===== config.mk =====
export PLATFORM = sky130hd
export DESIGN_NAME = alu_op_stage
export DESIGN_NICKNAME = d
export VERILOG_FILES = /design/src/rtl/alu_pkg.sv /design/src/rtl/alu_op_decode.sv /design/src/rtl/alu_op_stage.sv
export SDC_FILE = /design/constraint.sdc
export NUM_CORES = 1
export LEC_CHECK = 0
export CAP_MARGIN = 10
export CORE_ASPECT_RATIO = 1.5
export CORE_MARGIN = 1
export CORE_UTILIZATION = 25
export DETAILED_ROUTE_END_ITERATION = 12
export GPL_ROUTABILITY_DRIVEN = 0
export GPL_TIMING_DRIVEN = 1
export PLACE_DENSITY = 0.57
export SKIP_CTS_REPAIR_TIMING = 1
export SLEW_MARGIN = 5
export SYNTH_ARGS = -nofsm -noshare
export SYNTH_HDL_FRONTEND = slang
export SYNTH_SLANG_ARGS = --single-unit

===== constraint.sdc =====
create_clock -name clk_i -period 1.9 [get_ports clk_i]
set_clock_uncertainty 0.05 [all_clocks]
set_input_delay 0.285 -clock clk_i [delete_from_list [all_inputs] [get_ports clk_i]]
set_output_delay 0.285 -clock clk_i [all_outputs]
set_load 0.05 [all_outputs]

===== src/rtl/alu_pkg.sv =====
// Shared opcode encoding, error codes and stage state encoding for the ALU operand stage.
package alu_pkg;

    localparam int OPC_W = 5;

    localparam logic [OPC_W-1:0] OP_ADD  = 5'd0;
    localparam logic [OPC_W-1:0] OP_SUB  = 5'd1;
    localparam logic [OPC_W-1:0] OP_AND  = 5'd2;
    localparam logic [OPC_W-1:0] OP_OR   = 5'd3;
    localparam logic [OPC_W-1:0] OP_SHL  = 5'd4;
    localparam logic [OPC_W-1:0] OP_SHR  = 5'd5;
    localparam logic [OPC_W-1:0] OP_SHRA = 5'd6;
    localparam logic [OPC_W-1:0] OP_ROL  = 5'd7;
    localparam logic [OPC_W-1:0] OP_ROR  = 5'd8;
    localparam logic [OPC_W-1:0] OP_MUL  = 5'd9;
    localparam logic [OPC_W-1:0] OP_DIV  = 5'd10;
    localparam logic [OPC_W-1:0] OP_NEG  = 5'd11;
    localparam logic [OPC_W-1:0] OP_NOT  = 5'd12;

    localparam logic [1:0] ERR_OK      = 2'b00;
    localparam logic [1:0] ERR_ILLEGAL = 2'b01;
    localparam logic [1:0] ERR_DIV0    = 2'b10;
    localparam logic [1:0] ERR_WDOG    = 2'b11;

    typedef enum logic [1:0] {
        ST_IDLE = 2'd0,
        ST_EXEC = 2'd1,
        ST_WAIT = 2'd2,
        ST_OUT  = 2'd3
    } state_e;

    function automatic logic is_multi(input logic [OPC_W-1:0] op);
        return (op == OP_MUL) || (op == OP_DIV);
    endfunction

    function automatic logic is_shift(input logic [OPC_W-1:0] op);
        return (op == OP_SHL) || (op == OP_SHR) || (op == OP_SHRA) ||
               (op == OP_ROL) || (op == OP_ROR);
    endfunction

endpackage


===== src/rtl/alu_op_decode.sv =====
// Combinational opcode classification used when operands are latched.
module alu_op_decode
    import alu_pkg::*;
(
    input  logic [OPC_W-1:0] opcode_i,
    output logic             legal_o,
    output logic             multi_o,
    output logic             shift_o,
    output logic             unary_o
);

    // Opcodes are packed densely from ADD up to NOT; anything above is unused.
    assign legal_o = (opcode_i <= OP_NOT);
    assign multi_o = is_multi(opcode_i);
    assign shift_o = is_shift(opcode_i);
    assign unary_o = (opcode_i == OP_NEG) || (opcode_i == OP_NOT);

endmodule


===== src/rtl/alu_op_stage.sv =====
// Operand/result staging around the ALU: latches one op, sequences single- and
// multi-cycle execution, guards multi-cycle ops with a watchdog, holds the result.
//
//  state | meaning
//  IDLE  | ready for a new op (in_ready_o high)
//  EXEC  | operands presented; single-cycle result captured, or MUL/DIV started
//  WAIT  | waiting for alu_done_i, watchdog counting down
//  OUT   | result valid, held until out_ready_i
module alu_op_stage
    import alu_pkg::*;
#(
    parameter int DATA_W  = 32,
    parameter int SHAMT_W = 5,
    parameter int WDOG    = 40
) (
    input  logic              clk_i,
    input  logic              rst_ni,
    input  logic              in_valid_i,
    output logic              in_ready_o,
    input  logic [OPC_W-1:0]  opcode_i,
    input  logic [DATA_W-1:0] op_a_i,
    input  logic [DATA_W-1:0] op_b_i,
    output logic [DATA_W-1:0] alu_a_o,
    output logic [DATA_W-1:0] alu_b_o,
    output logic [OPC_W-1:0]  alu_op_o,
    output logic              alu_start_o,
    input  logic [DATA_W-1:0] alu_hi_i,
    input  logic [DATA_W-1:0] alu_lo_i,
    input  logic              alu_done_i,
    output logic              out_valid_o,
    input  logic              out_ready_i,
    output logic [DATA_W-1:0] z_hi_o,
    output logic [DATA_W-1:0] z_lo_o,
    output logic [1:0]        err_o
);

    localparam int CNT_W = $clog2(WDOG + 1);

    state_e              state_q;
    logic [DATA_W-1:0]   alu_a_q, alu_b_q, z_hi_q, z_lo_q;
    logic [OPC_W-1:0]    alu_op_q;
    logic                alu_start_q, out_valid_q;
    logic                legal_q, multi_q, div0_q;
    logic [1:0]          err_q;
    logic [CNT_W-1:0]    wdog_q;

    logic                dec_legal, dec_multi, dec_shift, dec_unary;
    logic [DATA_W-1:0]   alu_b_d;
    logic                div0_d;

    alu_op_decode u_decode (
        .opcode_i (opcode_i),
        .legal_o  (dec_legal),
        .multi_o  (dec_multi),
        .shift_o  (dec_shift),
        .unary_o  (dec_unary)
    );

    // Operand B normalisation: shifts keep only the amount field, unary ops see zero.
    always_comb begin
        alu_b_d = op_b_i;
        if (dec_shift) begin
            alu_b_d = {{(DATA_W-SHAMT_W){1'b0}}, op_b_i[SHAMT_W-1:0]};
        end else if (dec_unary) begin
            alu_b_d = '0;
        end
    end

    // Divide-by-zero is caught at latch time so the divider is never started.
    assign div0_d = (opcode_i == OP_DIV) && (op_b_i == '0);

    // Sequencing FSM with operand latch, watchdog and result registers.
    always_ff @(posedge clk_i or negedge rst_ni) begin
        if (!rst_ni) begin
            state_q     <= ST_IDLE;
            alu_a_q     <= '0;
            alu_b_q     <= '0;
            alu_op_q    <= '0;
            alu_start_q <= 1'b0;
            out_valid_q <= 1'b0;
            z_hi_q      <= '0;
            z_lo_q      <= '0;
            err_q       <= ERR_OK;
            legal_q     <= 1'b0;
            multi_q     <= 1'b0;
            div0_q      <= 1'b0;
            wdog_q      <= '0;
        end else begin
            unique case (state_q)
                ST_IDLE: begin
                    if (in_valid_i) begin
                        alu_a_q     <= op_a_i;
                        alu_b_q     <= alu_b_d;
                        alu_op_q    <= opcode_i;
                        legal_q     <= dec_legal;
                        multi_q     <= dec_multi;
                        div0_q      <= div0_d;
                        // Start pulse coincides with EXEC so the ALU sees stable operands.
                        alu_start_q <= dec_legal && dec_multi && !div0_d;
                        state_q     <= ST_EXEC;
                    end
                end
                ST_EXEC: begin
                    alu_start_q <= 1'b0;
                    if (!legal_q) begin
                        err_q       <= ERR_ILLEGAL;
                        z_hi_q      <= '0;
                        z_lo_q      <= '0;
                        out_valid_q <= 1'b1;
                        state_q     <= ST_OUT;
                    end else if (div0_q) begin
                        err_q       <= ERR_DIV0;
                        z_hi_q      <= '0;
                        z_lo_q      <= '0;
                        out_valid_q <= 1'b1;
                        state_q     <= ST_OUT;
                    end else if (multi_q) begin
                        wdog_q  <= CNT_W'(WDOG - 1);
                        state_q <= ST_WAIT;
                    end else begin
                        err_q       <= ERR_OK;
                        z_hi_q      <= '0;
                        z_lo_q      <= alu_lo_i;
                        out_valid_q <= 1'b1;
                        state_q     <= ST_OUT;
                    end
                end
                ST_WAIT: begin
                    if (alu_done_i) begin
                        err_q       <= ERR_OK;
                        z_hi_q      <= alu_hi_i;
                        z_lo_q      <= alu_lo_i;
                        out_valid_q <= 1'b1;
                        state_q     <= ST_OUT;
                    end else if (wdog_q == '0) begin
                        err_q       <= ERR_WDOG;
                        z_hi_q      <= '0;
                        z_lo_q      <= '0;
                        out_valid_q <= 1'b1;
                        state_q     <= ST_OUT;
                    end else begin
                        wdog_q <= wdog_q - CNT_W'(1);
                    end
                end
                ST_OUT: begin
                    if (out_ready_i) begin
                        out_valid_q <= 1'b0;
                        state_q     <= ST_IDLE;
                    end
                end
                default: state_q <= ST_IDLE;
            endcase
        end
    end

    assign in_ready_o  = (state_q == ST_IDLE);
    assign alu_a_o     = alu_a_q;
    assign alu_b_o     = alu_b_q;
    assign alu_op_o    = alu_op_q;
    assign alu_start_o = alu_start_q;
    assign out_valid_o = out_valid_q;
    assign z_hi_o      = z_hi_q;
    assign z_lo_o      = z_lo_q;
    assign err_o       = err_q;

endmodule

==> impl_metrics.sql, run 1 <==
INSERT INTO impl_metrics (metric_group, metric, value, unit) VALUES
('yosys', 'yosys_warnings', '0', ''),
('yosys', 'post_synth_num_cell_types', '44', ''),
('floorplan', 'die_w', '132', 'µm'),
('floorplan', 'die_height', '197', 'µm'),
('yosys', 'primary_ff_master_synth', 'dfrtp_1', ''),
('critical_path', 'cp_top_family', 'compound AO/OA/AOI/OAI gates', ''),
('hold_path', 'hold_path_class', 'primary input to async pin', ''),
('cells_and_area', 'syn_to_layout_area_delta', '70.2', '%'),
('grt', 'global_route.overflow_total', '0', ''),
('critical_path', 'critical_path.slowest_cell', 'dfrtp_1', ''),
('placed_design', 'placement.cell_area', '0.00990', 'mm²'),
('critical_path', 'startpoint_type', 'flop', ''),
('critical_path', 'ff2ff_setup_slack', '0.02', 'ns'),
('routing', 'detail_route.wirelength', '18600', 'µm'),
('routing', 'dr_total_vias', '5117', ''),
('placed_design', 'port_buffers', '275', ''),
('clock_network', 'cts_buffer_depth', '2', ''),
('clock_network', 'clock_latency', '0.42', 'ns'),
('clock_network', 'cts-htree-levels', '4', ''),
('floorplan', 'num_io_pins', '276', ''),
('cells_and_area', 'mostFrequentLayoutCells', 'dfrtp_1, clkdlybuf4s50_1, dlymetal6s2s_1, buf_4, mux2_2', ''),
('cells_and_area', 'drive_gt1_frac', '0.252', ''),
('yosys', 'synth_enable_flop_cells', '0', ''),
('sta', 'hold_viol_final', '0', ''),
('routing', 'detail_route.iter0.violations', '142', ''),
('floorplan', 'num_rows', '71', ''),
('critical_path', 'crit_required', '2.21', 'ns'),
('yosys', 'synth_area', '0.00637', 'mm²'),
('yosys', 'postSynthRegisterBits', '148', ''),
('grt', 'gr-usage-all-layers', '0.145', ''),
('sta', 'drv_slew', '0', ''),
('sta', 'clock.fmax', '0.532', 'GHz'),
('critical_path', 'worst-setup-path-type', 'flop to flop', ''),
('clock_network', 'clock_pin_slew_reported_for_the_worst_setup_and_hold_paths_after_clock_tree_synthesis', '0.06', 'ns'),
('critical_path', 'reg2regPathDepth', '6', ''),
('grt', 'first_pass_grt_wire_length', '29300', 'µm'),
('sta', 'final_period_minus_worst_setup_slack', '1.88', 'ns'),
('yosys', 'netlist_instances', '506', ''),
('critical_path', 'worst-endpoint-arrival', '2.18', 'ns'),
('critical_path', 'timing.critical_path.slowest_cell_delay', '0.39', 'ns'),
('yosys', 'synth_nets', '650', ''),
('yosys', 'seq_area_frac_synth', '0.581', ''),
('routing', 'detail_route.vias_per_cell', '4.39', ''),
('yosys', 'synthArstFlopShare', '1.00', ''),
('grt', 'number_of_antenna_violations_at_the_first_check_in_global_routing', '0', ''),
('routing', 'drt-pass1-iter-count', '4', ''),
('placed_design', 'dpl.hpwl', '13700', 'µm'),
('clock_network', 'cts-buffers-inserted', '17', ''),
('critical_path', 'end_kind', 'flop', ''),
('sta', 'slew_margin_rel', '0.640', ''),
('cells_and_area', 'final_common_cell', 'dfrtp_1', ''),
('routing', 'routedWlPerCell', '16.0', 'µm'),
('floorplan', 'initial_cell_density_of_the_core', '0.254', ''),
('routing', 'antenna_viol_nets_final', '0', ''),
('clock_network', 'clock_tree_from_tritoncts', 'done', ''),
('critical_path', 'r2r_end', 'wdog_q[4]', ''),
('power', 'power.ir.vdd_worst', '832', 'µV'),
('cells_and_area', 'post_route_standard_cell_area_excluding_fillers', '0.0108', 'mm²'),
('yosys', 'syn_area_per_cell', '12.6', 'µm²'),
('status', 'run_status', 'complete, no violations', ''),
('flow_run', 'maxCapViolations', '0', ''),
('critical_path', 'worstSetupStartpoint', 'state_q[0]', ''),
('critical_path', 'path_max_fanout', '7', ''),
('critical_path', 'endpoint_of_the_most_critical_setup_path', 'wdog_q[4]', ''),
('grt', 'grt_start_max_net_pins', '41', ''),
('critical_path', 'critical_path_cell_count', '6', ''),
('grt', 'number_of_global_route_vias_before_repair', '5459', ''),
('sta', 'setup_repair_after_global_routing_missed_its_margin', 'true', ''),
('power', 'p_leak', '6.34', 'nW'),
('sta', 'worst_max_slew_pin_slew', '0.539', 'ns'),
('critical_path', 'regToRegStartpoint', 'state_q[0]', '');
metrics by stage:
| stage | setup slack, ns | cells | TNS, ns | total power [mW] | hold slack (ns) |
|---|---|---|---|---|---|
| 2_1_floorplan | -0.0505 | 506 | -1.10 | 12.6 | -0.0606 |
| 3_3_place_gp | -0.199 | 1133 | -5.01 | 16.8 | 0.190 |
| 3_5_place_dp | -0.160 | 1133 | -7.00 | 16.9 | 0.187 |
| 4_1_cts | -0.0748 | 1162 | -7.38 | 20.4 | -0.281 |
| 5_1_grt | -0.0221 | 1165 | -0.104 | 21.0 | 0.312 |
| 6_report | 0.0220 | 1165 | 0 | 20.0 | 0.299 |
Yosys cell counts, types with 3 or more instances:
| cell type | n | area share |
|---|---|---|
| nand3b_1 | 4 | 0.0047 |
| nor4_1 | 9 | 0.0088 |
| mux2_4 | 7 | 0.016 |
| nor2b_1 | 4 | 0.0039 |
| mux2i_1 | 33 | 0.052 |
| mux2_2 | 66 | 0.12 |
| ha_1 | 6 | 0.012 |
| inv_1 | 37 | 0.022 |
| dfrtp_1 | 148 | 0.58 |
| nand2b_1 | 4 | 0.0039 |
| o21ai_0 | 6 | 0.0047 |
| nand4b_1 | 4 | 0.0055 |
| a21o_1 | 4 | 0.0047 |
| and3_1 | 33 | 0.032 |
| nor2_1 | 9 | 0.0053 |
| a21oi_1 | 6 | 0.0047 |
| nand2_1 | 38 | 0.022 |
| buf_2 | 5 | 0.0039 |
| or3_1 | 4 | 0.0039 |
| buf_1 | 3 | 0.0018 |
| a22o_1 | 32 | 0.044 |
| clkbuf_1 | 18 | 0.011 |
registers in the layout, summed over array words and instances (netlist names):
register,count
alu_a_o,32
state_q,2
z_hi_o,32
alu_start_o,1
multi_q,1
div0_q,1
alu_b_o,32
wdog_q,6
z_lo_o,32
legal_q,1
out_valid_o,1
alu_op_o,5
err_o,2
kinds of logic after synthesis:
family,Yosys count,share of synthesized area
flip-flops,148,0.581
AND/OR/NAND/NOR,122,0.106
multiplexers,106,0.185
buffers and inverters,65,0.0416
AO/OA/AOI/OAI,58,0.0727
adder cells (fa/ha/maj),6,0.0118
XOR/XNOR,1,0.00138
worst min path at each step:
| stage | start | to | slack [ns] | depth (start not counted) |
|---|---|---|---|---|
| finish | rst_ni | alu_b_o[27] | 0.30 | 2 |
| global route | rst_ni | out_valid_o | 0.31 | 2 |
| CTS | rst_ni | alu_b_o[27] | -0.28 | 1 |
| detailed placement | rst_ni | alu_b_o[27] | 0.19 | 1 |
| global placement | rst_ni | alu_b_o[27] | 0.19 | 1 |
| floorplan | rst_ni | alu_a_o[0] | -0.06 | 0 |
routing by layer:
layer / vias up / global-route usage / part of all wire
li1: 2413 / - / -
met1: 2508 / 0.158 / 0.38
met2: 175 / 0.261 / 0.54
met3: 21 / 0.0429 / 0.057
met4: 0 / 0.0570 / 0.020
met5: - / 0 / 0
worst reg2reg max path, stage by stage (launching register included):
cell     delay [ns]
dfrtp_1        0.39
buf_4          0.16
ha_2           0.20
buf_4          0.16
a211o_4        0.35
or3_4          0.37
a21oi_2        0.13
layout make-up:
cell class,instances,area [µm²]
repair buffers,330,3530
well taps,328,410
inverters,37,139
flip-flops and latches,148,3700
clock buffers,17,425
clock inverters,12,141
multi-input cells,293,2490
fillers,2359,14200
where the power goes:
group	internal, mW	switching (mW)
sequential	4.41	0.644
combinational	4.69	6.95
clock	2.02	1.32
total	11.1	8.91
Power figures use the tool's default switching activity.
==> run 2: changes to the inputs <==
--- a/config.mk
+++ b/config.mk
@@ -6,13 +6,15 @@
 export NUM_CORES = 1
 export LEC_CHECK = 0
 export CAP_MARGIN = 10
+export CELL_PAD_IN_SITES_DETAIL_PLACEMENT = 1
+export CELL_PAD_IN_SITES_GLOBAL_PLACEMENT = 1
 export CORE_ASPECT_RATIO = 1.5
 export CORE_MARGIN = 1
 export CORE_UTILIZATION = 25
 export DETAILED_ROUTE_END_ITERATION = 12
 export GPL_ROUTABILITY_DRIVEN = 0
 export GPL_TIMING_DRIVEN = 1
-export PLACE_DENSITY = 0.57
+export PLACE_DENSITY = 0.7
 export SKIP_CTS_REPAIR_TIMING = 1
 export SLEW_MARGIN = 5
 export SYNTH_ARGS = -nofsm -noshare
==> run 2 against run 1 <==
Wire length grew 4.0%. Die area is the same. Fmax is 2.1% higher. Combinational power is essentially flat. Critical path depth up 1. Global-route usage increased by 0.44 points. Non-clock buffer count down 7. Setup slack improved by 0.038 ns. Final area down 0.39%. Register-to-register slack improved by 0.04 ns. Worst hold slack worse by 0.13 ns. Power grew 2.2%. Critical path type unchanged. Critical endpoint is now z_lo_o[3]. Highest routed layer unchanged.
==> impl_metrics.sql, run 2 (synthesis results as in run 1) <==
INSERT INTO impl_metrics (metric_group, metric, value, unit) VALUES
('routing', 'routedWlPerCell', '16.7', 'µm'),
('sta', 'final_period_minus_worst_setup_slack', '1.84', 'ns'),
('floorplan', 'die_height', '197', 'µm'),
('cells_and_area', 'fill_cells', '2652', ''),
('sta', 'setup_repair_after_global_routing_missed_its_margin', 'true', ''),
('cells_and_area', 'multi_input_comb_area', '0.00247', 'mm²'),
('routing', 'detail_route.iter0.violations', '88', ''),
('critical_path', 'crit_required', '2.18', 'ns'),
('critical_path', 'timing.critical_path.slowest_cell_delay', '0.43', 'ns'),
('sta', 'timing.final.crit_share', '0.968', ''),
('sta', 'finalSetupViolations', '0', ''),
('cells_and_area', 'layout.core_utilization', '0.431', ''),
('power', 'pwr_density_cell', '1900', 'mW/mm²'),
('flow_run', 'maxCapViolations', '0', ''),
('critical_path', 'regToRegStartpoint', 'state_q[1]', ''),
('cells_and_area', 'mostFrequentLayoutCells', 'dfrtp_1, clkdlybuf4s50_1, dlymetal6s2s_1, buf_4, mux2_2', ''),
('critical_path', 'critical_path.slowest_cell', 'dfrtp_1', ''),
('floorplan', 'initial_cell_density_of_the_core', '0.254', ''),
('critical_path', 'path_max_fanout', '14', ''),
('routing', 'detail_route.wirelength', '19300', 'µm'),
('routing', 'drt-pass1-iter-count', '4', ''),
('critical_path', 'end_kind', 'flop', ''),
('critical_path', 'startpoint_type', 'flop', ''),
('power', 'power.ir.vdd_worst', '814', 'µV'),
('grt', 'first_pass_grt_wire_length', '30400', 'µm'),
('floorplan', 'num_io_pins', '276', ''),
('clock_network', 'cts-htree-levels', '4', ''),
('sta', 'fin_hold_ws', '0.167', 'ns'),
('critical_path', 'cp_cell_sequence', 'inv_2 -> ha_2 -> nand4b_1 -> nand3_4 -> buf_12 -> buf_12 -> mux2i_2', ''),
('placed_design', 'port_buffers', '275', ''),
('sta', 'setup_slack', '0.0603', 'ns'),
('routing', 'detail_route.vias_per_cell', '4.41', ''),
('status', 'run_status', 'complete, no violations', ''),
('critical_path', 'worst-setup-path-type', 'flop to flop', ''),
('clock_network', 'clock_tree_from_tritoncts', 'done', ''),
('critical_path', 'reg2regPathDepth', '7', ''),
('cells_and_area', 'final_common_cell', 'dfrtp_1', ''),
('cells_and_area', 'ff_latch_area', '0.00370', 'mm²'),
('routing', 'detail_route.drc_violations', '0', ''),
('critical_path', 'ff2ff_setup_slack', '0.06', 'ns'),
('clock_network', 'clock_latency', '0.42', 'ns'),
('sta', 'worst_max_slew_pin_slew', '0.551', 'ns'),
('clock_network', 'clkSinkCount', '148', ''),
('sta', 'clock.fmax', '0.544', 'GHz'),
('clock_network', 'clockRootBuffer', 'clkbuf_16', ''),
('sta', 'slew_margin_rel', '0.632', ''),
('routing', 'antenna_viol_nets_final', '0', ''),
('placed_design', 'pre_cts_slack', '-0.198', 'ns'),
('floorplan', 'num_rows', '71', ''),
('grt', 'global_route.overflow_total', '0', ''),
('hold_path', 'hold_path_class', 'primary input to async pin', ''),
('cells_and_area', 'antenna-diode-count', '0', ''),
('critical_path', 'r2r_end', 'z_lo_o[3]', ''),
('power', 'p_leak', '6.27', 'nW'),
('sta', 'hold_viol_final', '0', ''),
('sta', 'drv_slew', '0', ''),
('floorplan', 'design.die.area', '0.0261', 'mm²'),
('grt', 'number_of_antenna_violations_at_the_first_check_in_global_routing', '0', ''),
('cells_and_area', 'drive_gt1_frac', '0.247', ''),
('clock_network', 'cts_buffer_depth', '2', ''),
('placed_design', 'placed_cells', '1124', ''),
('floorplan', 'fp.coreArea', '0.0251', 'mm²'),
('cells_and_area', 'syn_to_layout_area_delta', '69.5', '%'),
('clock_network', 'clock_pin_slew_reported_for_the_worst_setup_and_hold_paths_after_clock_tree_synthesis', '0.06', 'ns'),
('grt', 'gr-usage-all-layers', '0.149', ''),
('placed_design', 'dpl.hpwl', '13900', 'µm'),
('critical_path', 'critPathMostFrequentCell', 'buf_12', ''),
('critical_path', 'worst-endpoint-arrival', '2.12', 'ns'),
('cells_and_area', 'num-nets-final', '964', ''),
('grt', 'number_of_global_route_vias_before_repair', '5555', ''),
('cells_and_area', 'layoutNonFillerInstCount', '1161', ''),
('grt', 'grt_start_max_net_pins', '65', ''),
('floorplan', 'die_w', '132', 'µm'),
('routing', 'dr_total_vias', '5122', ''),
('clock_network', 'cts-buffers-inserted', '17', '');
[run 2: changes by cell type in the layout (fill, tap and decap cells not counted), sizes merged]
cell	delta
buf	-5
clkinv	-1
clkbuf	+3
clkinvlp	+1
dlymetal6s2s	-3
bufinv	+1
[run 2: how the worst max path moves through the flow]
stage	start	endpoint	slack, ns	cells after the start
after global routing	state_q[1]	z_lo_o[3]	-0.02	7
after global placement	opcode_i[1]	alu_b_o[27]	-0.20	6
after CTS	state_q[0]	z_lo_o[3]	-0.15	8
after detailed placement	opcode_i[1]	alu_b_o[25]	-0.20	6
final	state_q[1]	z_lo_o[3]	0.06	7
after floorplan	state_q[0]	err_o[0]	-0.05	8
[run 2: area by class of cell]
type,instances,share of cell area
sequential,148,0.343
timing repair buffer,323,0.319
multi-input combinational,293,0.229
clock buffer,19,0.0419
tap,328,0.0380
clock inverter,13,0.0168
inverter,37,0.0129
[run 2: routing by layer]
| layer | routed length [µm] | global-route usage | share of wire |
|---|---|---|---|
| met1 | 7500 | 0.163 | 0.39 |
| met5 | 0 | 0 | 0 |
| met2 | 10500 | 0.269 | 0.54 |
| met4 | 189 | 0.0473 | 0.0098 |
| met3 | 1130 | 0.0518 | 0.058 |
[run 2: stage by stage]
step	setup TNS, ns	power, mW	area, µm²
6_report	0	20.5	10800
5_1_grt	-0.0489	21.5	10800
4_1_cts	-9.25	20.6	10400
3_5_place_dp	-10.07	16.9	9790
3_3_place_gp	-8.76	16.7	9790
2_1_floorplan	-1.10	12.6	6390
[run 2: where the power goes]
part           switching, mW  leakage [nW]  internal [mW]
Sequential             0.644          1.88           4.41
Clock                   1.38         0.309           2.26
Combinational           7.04          4.09           4.75
[run 2: worst max-delay path, delay by kind of cell, from the launching register on]
| kind | cells | cell delay (ns) |
|---|---|---|
| AND/OR/NAND/NOR | 2 | 0.43 |
| buffers and inverters | 3 | 0.42 |
| flip-flops | 1 | 0.43 |
| adder cells (fa/ha/maj) | 1 | 0.18 |
| multiplexers | 1 | 0.23 |
